==> src/rtl/calc_pkg.sv <==
// Shared types and constants for the DE10-Lite calculator sequencing controller.
package calc_pkg;

    localparam int OPW  = 4;
    localparam int RESW = 8;

    typedef enum logic [1:0] {
        MODE_ARITH   = 2'd0,
        MODE_LOGIC   = 2'd1,
        MODE_COMPARE = 2'd2,
        MODE_MAGIC   = 2'd3
    } mode_e;

    typedef enum logic [1:0] {
        ST_IDLE  = 2'd0,
        ST_START = 2'd1,
        ST_WAIT  = 2'd2
    } state_e;

    // MODE_MAGIC wraps back to MODE_ARITH through the natural 2-bit overflow.
    function automatic mode_e next_mode(input mode_e m);
        logic [1:0] w_m;
        w_m = m;
        return mode_e'(w_m + 2'd1);
    endfunction

endpackage

==> src/rtl/calc_key_debounce.sv <==
// Push-button conditioner: 2-flop synchroniser, debounce counter and press-pulse
// detector for one active-low key. The debounced level idles released (1).
module key_debounce #(
    parameter int DEBOUNCE_CYCLES = 500000
) (
    input  logic i_clk,
    input  logic i_rst_n,
    input  logic i_key,
    output logic o_level,
    output logic o_press
);

    localparam int CW = (DEBOUNCE_CYCLES > 1) ? $clog2(DEBOUNCE_CYCLES) : 1;
    localparam logic [CW-1:0] CNT_MAX = CW'(DEBOUNCE_CYCLES - 1);

    logic          r_sync1;
    logic          r_sync2;
    logic          r_level;
    logic          r_level_d;
    logic          r_press;
    logic [CW-1:0] r_cnt;

    // NOTE: every register here uses <= so the synchroniser stages and the
    // counter all see the pre-edge values, exactly like the flops they model.
    always_ff @(posedge i_clk or negedge i_rst_n) begin
        if (!i_rst_n) begin
            r_sync1   <= 1'b1;
            r_sync2   <= 1'b1;
            r_level   <= 1'b1;
            r_level_d <= 1'b1;
            r_press   <= 1'b0;
            r_cnt     <= '0;
        end else begin
            r_sync1   <= i_key;
            r_sync2   <= r_sync1;
            r_level_d <= r_level;
            r_press   <= r_level_d & ~r_level;
            // Count consecutive samples that disagree with the accepted level.
            if (r_sync2 != r_level) begin
                if (r_cnt == CNT_MAX) begin
                    r_level <= r_sync2;
                    r_cnt   <= '0;
                end else begin
                    r_cnt <= r_cnt + 1'b1;
                end
            end else begin
                r_cnt <= '0;
            end
        end
    end

    assign o_level = r_level;
    assign o_press = r_press;

endmodule

==> src/rtl/calc_controller.sv <==
// Calculator sequencing controller: debounced mode/execute keys, operand latch and
// start/done handshake. Optional WAIT timeout is enabled by CALC_CTRL_TIMEOUT_EN.
module calc_controller
    import calc_pkg::*;
#(
    parameter int DEBOUNCE_CYCLES = 500000,
    parameter int TIMEOUT_CYCLES  = 1024
) (
    input  logic            CLK,
    input  logic            RST_N,
    input  logic [1:0]      KEY,
    input  logic [9:0]      SW,
    input  logic            ALU_DONE,
    input  logic [RESW-1:0] ALU_RESULT,
    input  logic            ALU_OVF,
    output logic [1:0]      MODE,
    output logic [OPW-1:0]  X,
    output logic [OPW-1:0]  Y,
    output logic [1:0]      OPERATION,
    output logic            ALU_START,
    output logic [RESW-1:0] RESULT,
    output logic            OVF,
    output logic            RESULT_VALID,
    output logic            BUSY,
    output logic            ERR
);

    if (DEBOUNCE_CYCLES < 1 || TIMEOUT_CYCLES < 1) begin : g_bad_param
        $error("calc_controller: DEBOUNCE_CYCLES and TIMEOUT_CYCLES must be >= 1");
    end

    logic w_mode_press;
    logic w_exec_press;

    key_debounce #(.DEBOUNCE_CYCLES(DEBOUNCE_CYCLES)) u_key_mode (
        .i_clk   (CLK),
        .i_rst_n (RST_N),
        .i_key   (KEY[0]),
        .o_level (),
        .o_press (w_mode_press)
    );

    key_debounce #(.DEBOUNCE_CYCLES(DEBOUNCE_CYCLES)) u_key_exec (
        .i_clk   (CLK),
        .i_rst_n (RST_N),
        .i_key   (KEY[1]),
        .o_level (),
        .o_press (w_exec_press)
    );

    // Switches are only sampled at the latch instant, so a plain 2-flop stage suffices.
    logic [9:0] r_sw_s1;
    logic [9:0] r_sw_s2;

    always_ff @(posedge CLK or negedge RST_N) begin
        if (!RST_N) begin
            r_sw_s1 <= '0;
            r_sw_s2 <= '0;
        end else begin
            r_sw_s1 <= SW;
            r_sw_s2 <= r_sw_s1;
        end
    end

    state_e          r_state;
    mode_e           r_mode;
    logic [OPW-1:0]  r_x;
    logic [OPW-1:0]  r_y;
    logic [1:0]      r_op;
    logic            r_alu_start;
    logic [RESW-1:0] r_result;
    logic            r_ovf;
    logic            r_valid;
    logic            r_busy;
    logic            r_err;

`ifdef CALC_CTRL_TIMEOUT_EN
    localparam int TCW = $clog2(TIMEOUT_CYCLES + 1);
    localparam logic [TCW-1:0] WAIT_MAX = TCW'(TIMEOUT_CYCLES - 1);
    logic [TCW-1:0] r_wait_cnt;
`endif

    always_ff @(posedge CLK or negedge RST_N) begin
        if (!RST_N) begin
            r_state     <= ST_IDLE;
            r_mode      <= MODE_ARITH;
            r_x         <= '0;
            r_y         <= '0;
            r_op        <= '0;
            r_alu_start <= 1'b0;
            r_result    <= '0;
            r_ovf       <= 1'b0;
            r_valid     <= 1'b0;
            r_busy      <= 1'b0;
            r_err       <= 1'b0;
`ifdef CALC_CTRL_TIMEOUT_EN
            r_wait_cnt  <= '0;
`endif
        end else begin
            r_alu_start <= 1'b0;
            case (r_state)
                ST_IDLE: begin
                    // Execute has priority; a simultaneous mode press is dropped.
                    if (w_exec_press) begin
                        r_x         <= r_sw_s2[3:0];
                        r_y         <= r_sw_s2[7:4];
                        r_op        <= r_sw_s2[9:8];
                        r_valid     <= 1'b0;
                        r_err       <= 1'b0;
                        r_alu_start <= 1'b1;
                        r_busy      <= 1'b1;
                        r_state     <= ST_START;
                    end else if (w_mode_press) begin
                        r_mode <= next_mode(r_mode);
                    end
                end
                ST_START: begin
                    r_state <= ST_WAIT;
`ifdef CALC_CTRL_TIMEOUT_EN
                    r_wait_cnt <= '0;
`endif
                end
                ST_WAIT: begin
                    if (ALU_DONE) begin
                        r_result <= ALU_RESULT;
                        r_ovf    <= ALU_OVF;
                        r_valid  <= 1'b1;
                        r_busy   <= 1'b0;
                        r_state  <= ST_IDLE;
                    end
`ifdef CALC_CTRL_TIMEOUT_EN
                    else if (r_wait_cnt == WAIT_MAX) begin
                        r_result <= '1;
                        r_ovf    <= 1'b0;
                        r_valid  <= 1'b0;
                        r_err    <= 1'b1;
                        r_busy   <= 1'b0;
                        r_state  <= ST_IDLE;
                    end else begin
                        r_wait_cnt <= r_wait_cnt + 1'b1;
                    end
`endif
                end
                default: begin
                    r_state <= ST_IDLE;
                    r_busy  <= 1'b0;
                end
            endcase
        end
    end

    assign MODE         = r_mode;
    assign X            = r_x;
    assign Y            = r_y;
    assign OPERATION    = r_op;
    assign ALU_START    = r_alu_start;
    assign RESULT       = r_result;
    assign OVF          = r_ovf;
    assign RESULT_VALID = r_valid;
    assign BUSY         = r_busy;
    assign ERR          = r_err;

endmodule

==> config.mk <==
export PLATFORM = sky130hd
export DESIGN_NAME = calc_controller
export DESIGN_NICKNAME = d
export VERILOG_FILES = /design/src/rtl/calc_pkg.sv /design/src/rtl/calc_key_debounce.sv /design/src/rtl/calc_controller.sv
export SDC_FILE = /design/constraint.sdc
export NUM_CORES = 1
export LEC_CHECK = 0
export ABC_CLOCK_PERIOD_IN_PS = 2320
export CORE_MARGIN = 2
export CORE_UTILIZATION = 60
export DETAILED_ROUTE_END_ITERATION = 6
export DONT_BUFFER_PORTS = 1
export PLACE_DENSITY = 0.84
export RECOVER_POWER = 100
export SETUP_SLACK_MARGIN = 0.3
export SYNTH_ARGS = -nofsm -noshare
export SYNTH_HDL_FRONTEND = slang
export SYNTH_SLANG_ARGS = --single-unit
==> constraint.sdc <==
create_clock -name CLK -period 2.32 [get_ports CLK]
set_clock_uncertainty 0.05 [all_clocks]
set_input_delay 0.232 -clock CLK [delete_from_list [all_inputs] [get_ports CLK]]
set_output_delay 0.232 -clock CLK [all_outputs]
set_load 0.05 [all_outputs]
==> results of run 1 <==
-- cells by family after synthesis --
family | share of synthesized area, %
adders and majority gates | 0.672
xor gates and xnor gates | 7.29
buffers and inverters | 2.72
and+or+nand+nor | 16.3
AOI/OAI and AO/OA | 2.89
other | 0.101
muxes | 6.62
DFF | 63.4
-- worst min path at each step --
stage,end,slack (ns)
6_report,u_key_mode.r_cnt[8]$_DFF_PN0_,-0.50
2_1_floorplan,ALU_START$_DFF_PN0_,-0.11
4_1_cts,u_key_mode.r_cnt[10]$_DFF_PN0_,-0.51
3_5_place_dp,Y[3]$_DFFE_PN0P_,-0.11
3_3_place_gp,Y[3]$_DFFE_PN0P_,-0.11
5_1_grt,Y[3]$_DFFE_PN0P_,-0.53
-- where the power goes --
part	leakage (nW)	switching (W)	internal, W	total (W)
Combinational	0.508	0.0000290	0.0000375	0.0000665
Sequential	1.22	0.0000170	0.00167	0.00169
Clock	0.0866	0.000592	0.000429	0.00102
-- registers in the layout, indices dropped and copies added, names as in the netlist, 2 cells and up --
signal            count
Y                     4
r_state               2
u_key_exec.r_cnt     19
MODE                  2
r_sw_s1              10
X                     4
r_sw_s2              10
OPERATION             2
RESULT                8
u_key_mode.r_cnt     19
-- cell type report --
class / instances / area share [%]
clock inverters: 5 / 0.992
flip-flops and latches: 94 / 56.8
well taps: 75 / 2.26
repair buffers: 26 / 5.77
inverters: 7 / 0.632
multi-input cells: 188 / 30.2
clock buffers: 11 / 3.40
-- through the flow --
| step | hold WS [ns] | power [W] | instance area (um^2) |
|---|---|---|---|
| final | -0.503 | 0.00277 | 4160 |
| after global routing | -0.531 | 0.00288 | 4160 |
| after CTS | -0.511 | 0.00278 | 4170 |
| after detailed placement | -0.112 | 0.00176 | 3780 |
| after global placement | -0.112 | 0.00175 | 3780 |
| after floorplan | -0.114 | 0.00175 | 3720 |
-- synth_stat cells, drive strengths merged --
cell / n
nor2b: 5
o21ai: 6
mux2: 21
nor3: 7
o41ai: 1
dfrtp: 86
or4: 2
a21oi: 8
nand2: 14
clkbuf: 5
or4b: 3
nor2: 34
mux2i: 1
or2: 1
dfstp: 8
inv: 7
nand3b: 1
and4: 4
nand4: 13
o22ai: 1
xnor2: 18
nor4b: 3
a21o: 1
buf: 6
ha: 2
xor2: 13
nor4: 5
or3: 5
and3: 2
conb: 1
o31ai: 2
nand3: 13
and2: 1
-- routing by layer --
metal / wire length (um) / vias up / global-route usage [%]
met1: 2970 / 1180 / 28.0
met2: 3310 / 85 / 35.4
met3: 487 / 11 / 6.82
li1: - / 1083 / -
met5: 0 / - / 0
met4: 112 / 0 / 7.87
==> reports/qor.yml, run 1 <==
n_fill_cell: 368
path_buf_inv: 1
critPathRequiredTime_ns: 2.53
reg2reg_to: "Y[0]$_DFFE_PN0P_"
drive_gt1_share_pct: 15.1
rsz0062_at_grt: "false"
max_freq_mhz: 510
slowest_stage: "clkbuf_1"
wl_per_cell_um: 17.0
slew_violations: 0
final_nets: 352
rr_worst_depth: 4
tightest_slew_ns: 0.705
r2r_slack_ns: 0.36
fin_util_pct: 69.9
layout_commonest_cell: "dfrtp_1"
track_usage_pct: 21.9
row_count: 28
relSlewSlack_pct: 53.0
power.leakage_nw: 1.82
path_depth: 4
synth_cells: 300
clk_path_buf_depth: 2
die-area_mm2: 0.00685
drc: 0
place_inst: 369
final.setup.worst_slack_ns: 0.359
diodes: 0
die_h_um: 82.8
overflow: 0
max_cap_violations: 0
htreeDepth: 3
holdWs_ns: -0.503
vias_per_cell: 5.81
period_share_pct: 84.5
dp_slack_ns: 0.409
ios: 49
hpwl_um: 4180
start_util_pct: 62.5
cts_made_buffers: 9
final_cell_mix: "86 x dfrtp_1, 34 x nor2_1, 21 x mux2_2, 21 x dlygate4sd3_1, 18 x xnor2_1"
syn_area_per_cell_um2: 12.4
multi_input_area_mm2: 0.00125
drt-initial-drc-count: 209
antenna_found_initial: 0
wirelength_um: 6880
clock_latency_ns: 0.37
finalCriticalPeriod_ns: 1.96
synth_nets: 326
cts_hold_buf: 21
worstPathArrival_ns: 2.17
grt_pass1_vias: 2301
synth_largest_area_cell: "dfrtp_1"
ys_types: 42
cts_tree: "done"
path_class: "reg2reg"
irDropWorstVdd_v: 0.000414
critPathTopFamily: "buffers and inverters"
final_cell_count_no_fill: 406
crit_fanout: 12
violations: "negative hold slack"
critPathCaptureType: "flop"
regArea_mm2: 0.00236
ys_top_cells_by_area: "dfrtp_1 58%, mux2_2 6.3%, dfstp_2 5.6%"
grt_pass1_wl_um: 10800
die_w_um: 82.8
cpPeakStageDelay_ns: 0.55
cts.clk_slew.worst_paths_ns: 0.10
yosysWarnings: 0
crit_chain: "nor2b_1 > nor2b_1 > clkbuf_1 > mux2_2"
crit_path_end: "Y[0]$_DFFE_PN0P_"
via_count: 2359
timing.critical_path.mode_cell: "nor2b_1"
hold_viol_final: 94
cts.repair.resized: 0
ant_nets: 0
rr_startpoint: "r_state[1]$_DFFE_PN0P_"
setup_viol: 0
status: "finished, violations left"
dr.pass1.iters: 4
crit_start: "r_state[1]$_DFFE_PN0P_"
hp-class: "in2async"
worstSetupStartpointType: "flop"
post_cts_buffers: 0
core_mm2: 0.00596
synth_area_mm2: 0.00372
root_buffer: "clkbuf_8"
ys_ff_latch: 94
pwr_density_cell_mw_per_mm2: 667
portBuffers: 0
syn2layout_area_growth_pct: 11.7
yosysSeqAreaShare_pct: 63.4
yosysTopAreaCellShare_pct: 57.8
clock_sinks: 94
fin_setup_tns_ns: 0
place_congestion: 0.821
grt_max_degree: 95
(Power assumes the default switching activity.)
==> run 2, diff against run 1 <==
--- a/config.mk
+++ b/config.mk
@@ -5,7 +5,7 @@
 export SDC_FILE = /design/constraint.sdc
 export NUM_CORES = 1
 export LEC_CHECK = 0
-export ABC_CLOCK_PERIOD_IN_PS = 2320
+export ABC_CLOCK_PERIOD_IN_PS = 1810
 export CORE_MARGIN = 2
 export CORE_UTILIZATION = 60
 export DETAILED_ROUTE_END_ITERATION = 6
==> constraint.sdc (replaced) <==
create_clock -name CLK -period 1.81 [get_ports CLK]
set_clock_uncertainty 0.05 [all_clocks]
set_input_delay 0.181 -clock CLK [delete_from_list [all_inputs] [get_ports CLK]]
set_output_delay 0.181 -clock CLK [all_outputs]
set_load 0.05 [all_outputs]
==> run 2 against run 1 <==
Worst hold slack lost 0.045 ns. Power grew 33%. Utilization grew 5.8 points. Clock power up 39%. Maximum frequency up 15%. Flip-flop and latch count unchanged. Sequential share of layout area fell by 4.1 points. Register-to-register slack worse by 0.25 ns. The run still ends with negative hold slack left.
==> reports/qor.yml, run 2 (synthesis results as in run 1) <==
die_h_um: 82.8  # unchanged
cts.clk_slew.worst_paths_ns: 0.09  # was 0.10 ns
relSlewSlack_pct: 63.5  # was 53.0%
status: "finished, violations left"  # unchanged
hold_viol_final: 94  # unchanged
holdWs_ns: -0.548  # was -0.503 ns
p_total_w: 0.00368  # was 0.00277 W
track_usage_pct: 21.3  # was 21.9%
drc: 0  # unchanged
htreeDepth: 3  # unchanged
via_count: 2421  # was 2359
setup_viol: 0  # unchanged
cts_made_buffers: 9  # unchanged
row_count: 28  # unchanged
layout_commonest_cell: "dfrtp_1"  # unchanged
final_cell_count_no_fill: 433  # was 406
place_congestion: 0.905  # was 0.821
max_cap_violations: 0  # unchanged
path_buf_inv: 1  # unchanged
wirelength_um: 7060  # was 6880 um
ios: 49  # unchanged
rsz0062_at_grt: "true"  # was false
final_nets: 379  # was 352
path_class: "reg2reg"  # unchanged
final_cell_mix: "78 x dfrtp_1, 32 x nor2_1, 24 x buf_4"  # was 86 x dfrtp_1, 34 x nor2_1, 21 x mux2_2, 21 x dlygate4sd3_1, 18 x xnor2_1
fin_setup_tns_ns: 0  # unchanged
grt_pass1_vias: 2408  # was 2301
slowest_stage: "dfrtp_2"  # was clkbuf_1
diodes: 0  # unchanged
cts_tree: "done"  # unchanged
critPathCaptureType: "flop"  # unchanged
violations: "negative hold slack"  # unchanged
reg2reg_to: "Y[1]$_DFFE_PN0P_"  # was Y[0]$_DFFE_PN0P_
rr_startpoint: "r_state[1]$_DFFE_PN0P_"  # unchanged
critPathRequiredTime_ns: 2.01  # was 2.53 ns
dr.pass1.iters: 4  # unchanged
cpPeakStageDelay_ns: 0.44  # was 0.55 ns
die_w_um: 82.8  # unchanged
overflow: 0  # unchanged
clock_latency_ns: 0.36  # was 0.37 ns
worstPathArrival_ns: 1.89  # was 2.17 ns
irDropWorstVdd_v: 0.000672  # was 0.000414 V
power.leakage_nw: 2.00  # was 1.82 nW
reg_top3: "u_key_exec.r_cnt (19), u_key_mode.r_cnt (19)"  # unchanged
grt_pass1_wl_um: 10700  # was 10800 um
worstSetupStartpointType: "flop"  # unchanged
hpwl_um: 4260  # was 4180 um
rr_worst_depth: 4  # unchanged
root_buffer: "clkbuf_8"  # unchanged
wl_per_cell_um: 16.3  # was 17.0 um
place_inst: 375  # was 369
vias_per_cell: 5.59  # was 5.81
fin_util_pct: 75.6  # was 69.9%
cts_hold_buf: 22  # was 21
timing.critical_path.mode_cell: "nor2b_1"  # unchanged
ant_nets: 0  # unchanged
slew_violations: 0  # unchanged
critPathTopFamily: "simple AND/OR/NAND/NOR gates"  # was buffers and inverters
clock_sinks: 94  # unchanged
drive_gt1_share_pct: 26.8  # was 15.1%
drt-initial-drc-count: 178  # was 209
core_mm2: 0.00596  # unchanged
max_freq_mhz: 589  # was 510 MHz
portBuffers: 0  # unchanged
die-area_mm2: 0.00685  # unchanged
syn2layout_area_growth_pct: 20.9  # was 11.7%
finalCriticalPeriod_ns: 1.70  # was 1.96 ns
clk_path_buf_depth: 2  # unchanged
hp-class: "in2async"  # unchanged
tightest_slew_ns: 0.547  # was 0.705 ns
antenna_found_initial: 0  # unchanged
crit_chain: "nor2b_1 > nor2b_1 > buf_4 > mux2_2"  # was nor2b_1 > nor2b_1 > clkbuf_1 > mux2_2
crit_fanout: 7  # was 12
pwr_density_cell_mw_per_mm2: 817  # was 667 mW/mm^2
start_util_pct: 62.5  # unchanged
r2r_slack_ns: 0.11  # was 0.36 ns
period_share_pct: 93.8  # was 84.5%
grt_max_degree: 95  # unchanged
-- run 2: timing repair --
| item | 4_1_cts | 5_1_grt |
|---|---|---|
| endpoints found under the setup margin | 48 | 58 |
| endpoints found under the hold margin | 116 | 94 |
| setup buffers | 13 | 7 |
| gates resized for setup | 15 | 15 |
| pin swaps | 13 | 4 |
-- run 2: cell type report --
cell class | count | area (um^2)
tap | 75 | 93.8
inverter | 7 | 26.3
clock inverter | 6 | 66.3
clock buffer | 10 | 138
timing repair buffer | 53 | 459
multi-input combinational | 188 | 1350
sequential | 94 | 2370
fill | 358 | 1450
-- run 2: worst max-delay path by stage --
stage,to,slack (ns),cells past startpoint,startpoint
finish,Y[1]$_DFFE_PN0P_,0.11,4,r_state[1]$_DFFE_PN0P_
global route,u_key_exec.r_cnt[18]$_DFF_PN0_,0.03,5,u_key_exec.r_cnt[0]$_DFF_PN0_
CTS,u_key_exec.r_cnt[6]$_DFF_PN0_,0.11,5,u_key_exec.r_cnt[9]$_DFF_PN0_
detailed placement,u_key_mode.o_level$_DFFE_PN1P_,0.03,5,u_key_mode.r_cnt[0]$_DFF_PN0_
global placement,u_key_mode.o_level$_DFFE_PN1P_,0.11,5,u_key_mode.r_cnt[0]$_DFF_PN0_
floorplan,u_key_exec.r_cnt[14]$_DFF_PN0_,0.12,6,u_key_exec.r_cnt[7]$_DFF_PN0_
-- run 2: power by group --
part	switching [W]	internal [W]
Sequential	0.0000184	0.00214
Clock	0.000729	0.000686
Combinational	0.0000439	0.0000631
-- run 2: metrics by stage --
stage                     instance area [um^2]  worst slack [ns]
after floorplan                           3770             0.124
after global placement                    3880             0.105
after detailed placement                  3880            0.0323
after CTS                                 4450             0.108
after global routing                      4500            0.0253
final                                     4500             0.112
-- run 2: per-layer routing --
layer | routed length, um | up-vias | GRT usage (%)
met5 | 0 | - | 0
met4 | 144 | 0 | 8.52
met3 | 401 | 16 | 6.60
met2 | 3520 | 71 | 35.1
met1 | 3000 | 1198 | 26.5
li1 | - | 1136 | -
==> run 3, diff against run 2 <==
--- a/config.mk
+++ b/config.mk
@@ -5,14 +5,15 @@
 export SDC_FILE = /design/constraint.sdc
 export NUM_CORES = 1
 export LEC_CHECK = 0
-export ABC_CLOCK_PERIOD_IN_PS = 1810
+export ABC_CLOCK_PERIOD_IN_PS = 2100
 export CORE_MARGIN = 2
 export CORE_UTILIZATION = 60
 export DETAILED_ROUTE_END_ITERATION = 6
 export DONT_BUFFER_PORTS = 1
-export PLACE_DENSITY = 0.84
+export PLACE_DENSITY = 0.87
 export RECOVER_POWER = 100
 export SETUP_SLACK_MARGIN = 0.3
+export SKIP_LAST_GASP = 1
 export SYNTH_ARGS = -nofsm -noshare
 export SYNTH_HDL_FRONTEND = slang
 export SYNTH_SLANG_ARGS = --single-unit
==> constraint.sdc (replaced) <==
create_clock -name CLK -period 2.1 [get_ports CLK]
set_clock_uncertainty 0.05 [all_clocks]
set_input_delay 0.21 -clock CLK [delete_from_list [all_inputs] [get_ports CLK]]
set_output_delay 0.21 -clock CLK [all_outputs]
set_load 0.05 [all_outputs]
==> run 3 against run 2 <==
The run still ends with negative hold slack left. Register-to-register slack improved by 0.04 ns. Worst hold slack better by 0.0029 ns. Routed wire length is 25% higher. Combinational power decreased by 21%. Maximum frequency is 13% lower. Power is 17% lower. Flip-flop and latch count did not move. Die area stayed put. Critical path type unchanged. Critical endpoint is now u_key_mode.r_cnt[16]$_DFF_PN0_. Largest cell class unchanged. Largest power group unchanged.
==> reports/qor.yml, run 3 (synthesis results as in run 1) <==
vias_per_cell: 6.16  # was 5.59
relSlewSlack_pct: 55.9  # was 63.5%
multi_input_area_mm2: 0.00135  # about the same
setup_viol: 0  # unchanged
critPathRequiredTime_ns: 2.30  # was 2.01 ns
path_class: "reg2reg"  # unchanged
overflow: 0  # unchanged
clk_path_buf_depth: 2  # unchanged
hold_viol_final: 94  # unchanged
wl_per_cell_um: 20.9  # was 16.3 um
final_cell_mix: "77 x dfrtp_1, 33 x nor2_1, 21 x dlygate4sd3_1"  # was 78 x dfrtp_1, 32 x nor2_1, 24 x buf_4
root_buffer: "clkbuf_8"  # unchanged
n_fill_cell: 304  # was 358
crit_fanout: 5  # was 7
antenna_found_initial: 0  # unchanged
irDropWorstVdd_v: 0.000725  # was 0.000672 V
drc: 0  # unchanged
core_mm2: 0.00596  # unchanged
period_share_pct: 92.8  # was 93.8%
stdcell_area_mm2: 0.00439  # was 0.00450 mm^2
track_usage_pct: 24.5  # was 21.3%
regArea_mm2: 0.00237  # about the same
ant_nets: 0  # unchanged
wirelength_um: 8800  # was 7060 um
violations: "negative hold slack"  # unchanged
power.leakage_nw: 1.93  # was 2.00 nW
grt_pass1_wl_um: 12000  # was 10700 um
grtUsageMet3_pct: 5.84  # was 6.60%
cts_made_buffers: 9  # unchanged
grt_pass1_vias: 2458  # was 2408
cts_tree: "done"  # unchanged
clock_sinks: 94  # unchanged
holdWs_ns: -0.546  # was -0.548 ns
cpPeakStageDelay_ns: 0.57  # was 0.44 ns
portBuffers: 0  # unchanged
finalCriticalPeriod_ns: 1.95  # was 1.70 ns
grtUsageMet2_pct: 39.2  # was 35.1%
layout_commonest_cell: "dfrtp_1"  # unchanged
rr_startpoint: "u_key_mode.r_cnt[0]$_DFF_PN0_"  # was r_state[1]$_DFFE_PN0P_
place_area_mm2: 0.00379  # was 0.00388 mm^2
busiest_layer: "met2"  # unchanged
grt_use_met1_pct: 29.6  # was 26.5%
crit_start: "u_key_mode.r_cnt[0]$_DFF_PN0_"  # was r_state[1]$_DFFE_PN0P_
ios: 49  # unchanged
hp-class: "in2async"  # unchanged
max_cap_violations: 0  # unchanged
critPathCaptureType: "flop"  # unchanged
rsz0062_at_grt: "true"  # unchanged
reg_top3: "u_key_exec.r_cnt (19), u_key_mode.r_cnt (19)"  # unchanged
slew_violations: 0  # unchanged
pwr_density_cell_mw_per_mm2: 695  # was 817 mW/mm^2
status: "finished, violations left"  # unchanged
grt_max_degree: 95  # unchanged
hpwl_um: 4660  # was 4260 um
cts.clk_slew.worst_paths_ns: 0.11  # was 0.09 ns
row_count: 28  # unchanged
max_freq_mhz: 513  # was 589 MHz
die_w_um: 82.8  # unchanged
place_congestion: 0.869  # was 0.905
final_nets: 368  # was 379
worstPathArrival_ns: 2.15  # was 1.89 ns
start_util_pct: 62.5  # unchanged
die-area_mm2: 0.00685  # unchanged
htreeDepth: 3  # unchanged
crit_chain: "ha_1 > nand4_1 > nor4_1 > xnor2_1 > nor2_1"  # was nor2b_1 > nor2b_1 > buf_4 > mux2_2
fin_setup_tns_ns: 0  # unchanged
syn2layout_area_growth_pct: 17.8  # was 20.9%
dr.pass1.iters: 5  # was 4
via_count: 2598  # was 2421
clock_latency_ns: 0.38  # was 0.36 ns
tightest_slew_ns: 0.652  # was 0.547 ns
slowest_stage: "nor4_1"  # was dfrtp_2
drt-initial-drc-count: 379  # was 178
cts_hold_buf: 21  # was 22
diodes: 0  # unchanged
worstSetupStartpointType: "flop"  # unchanged
drive_gt1_share_pct: 24.2  # was 26.8%
die_h_um: 82.8  # unchanged
run 3: worst max-delay path, delay by kind of cell (launching register included):
| kind | cells | cell delay (ns) |
|---|---|---|
| DFF | 1 | 0.42 |
| xor gates and xnor gates | 1 | 0.22 |
| and+or+nand+nor | 3 | 0.90 |
| adders and majority gates | 1 | 0.25 |
run 3: cell type report:
class	count	area share (%)
sequential	94	54.1
multi-input combinational	188	30.6
timing repair buffer	42	8.55
clock buffer	10	2.91
tap	75	2.14
clock inverter	6	1.08
inverter	7	0.599
run 3: per-layer routing:
layer | part of all wire (%) | vias to the layer above
li1 | - | 1125
met1 | 39 | 1237
met2 | 48 | 198
met5 | 0 | -
met3 | 8.6 | 38
met4 | 4.2 | 0
run 3: metrics by stage:
stage          util (%)  instances  power [W]  setup WS, ns
2_1_floorplan         -        300    0.00193         0.344
3_3_place_gp       63.6        368    0.00194         0.274
3_5_place_dp       63.6        368    0.00194         0.204
4_1_cts            71.1        411    0.00302         0.291
5_1_grt            73.7        422    0.00317        0.0617
6_report           73.7        422    0.00305         0.152
run 3: worst paths after layout:
check	endpoint	slack (ns)	cells past startpoint
setup / recovery	u_key_mode.r_cnt[16]$_DFF_PN0_	0.15	5
hold / removal	BUSY$_DFFE_PN0P_	-0.55	0
setup reg to reg	u_key_mode.r_cnt[16]$_DFF_PN0_	0.15	5
hold reg to reg	u_key_exec.r_sync2$_DFF_PN1_	0.31	0
max in group asynchronous	u_key_mode.r_sync2$_DFF_PN1_	2.32	0
min in group CLK	r_state[1]$_DFFE_PN0P_	0.05	3
run 3: power breakdown:
group / leakage [nW] / internal, W / total, W / switching [W]
Combinational: 0.629 / 0.0000472 / 0.0000841 / 0.0000369
Clock: 0.0868 / 0.000439 / 0.00110 / 0.000663
Sequential: 1.21 / 0.00185 / 0.00187 / 0.0000205
Total: 1.93 / 0.00233 / 0.00305 / 0.000720
run 3: what timing repair did:
item,CTS,global route
pin swaps,1,3
cloned,0,1
buffers inserted,6,10
endpoints found under the hold margin,115,94
gates resized for setup,6,30
endpoints found under the setup margin,17,38
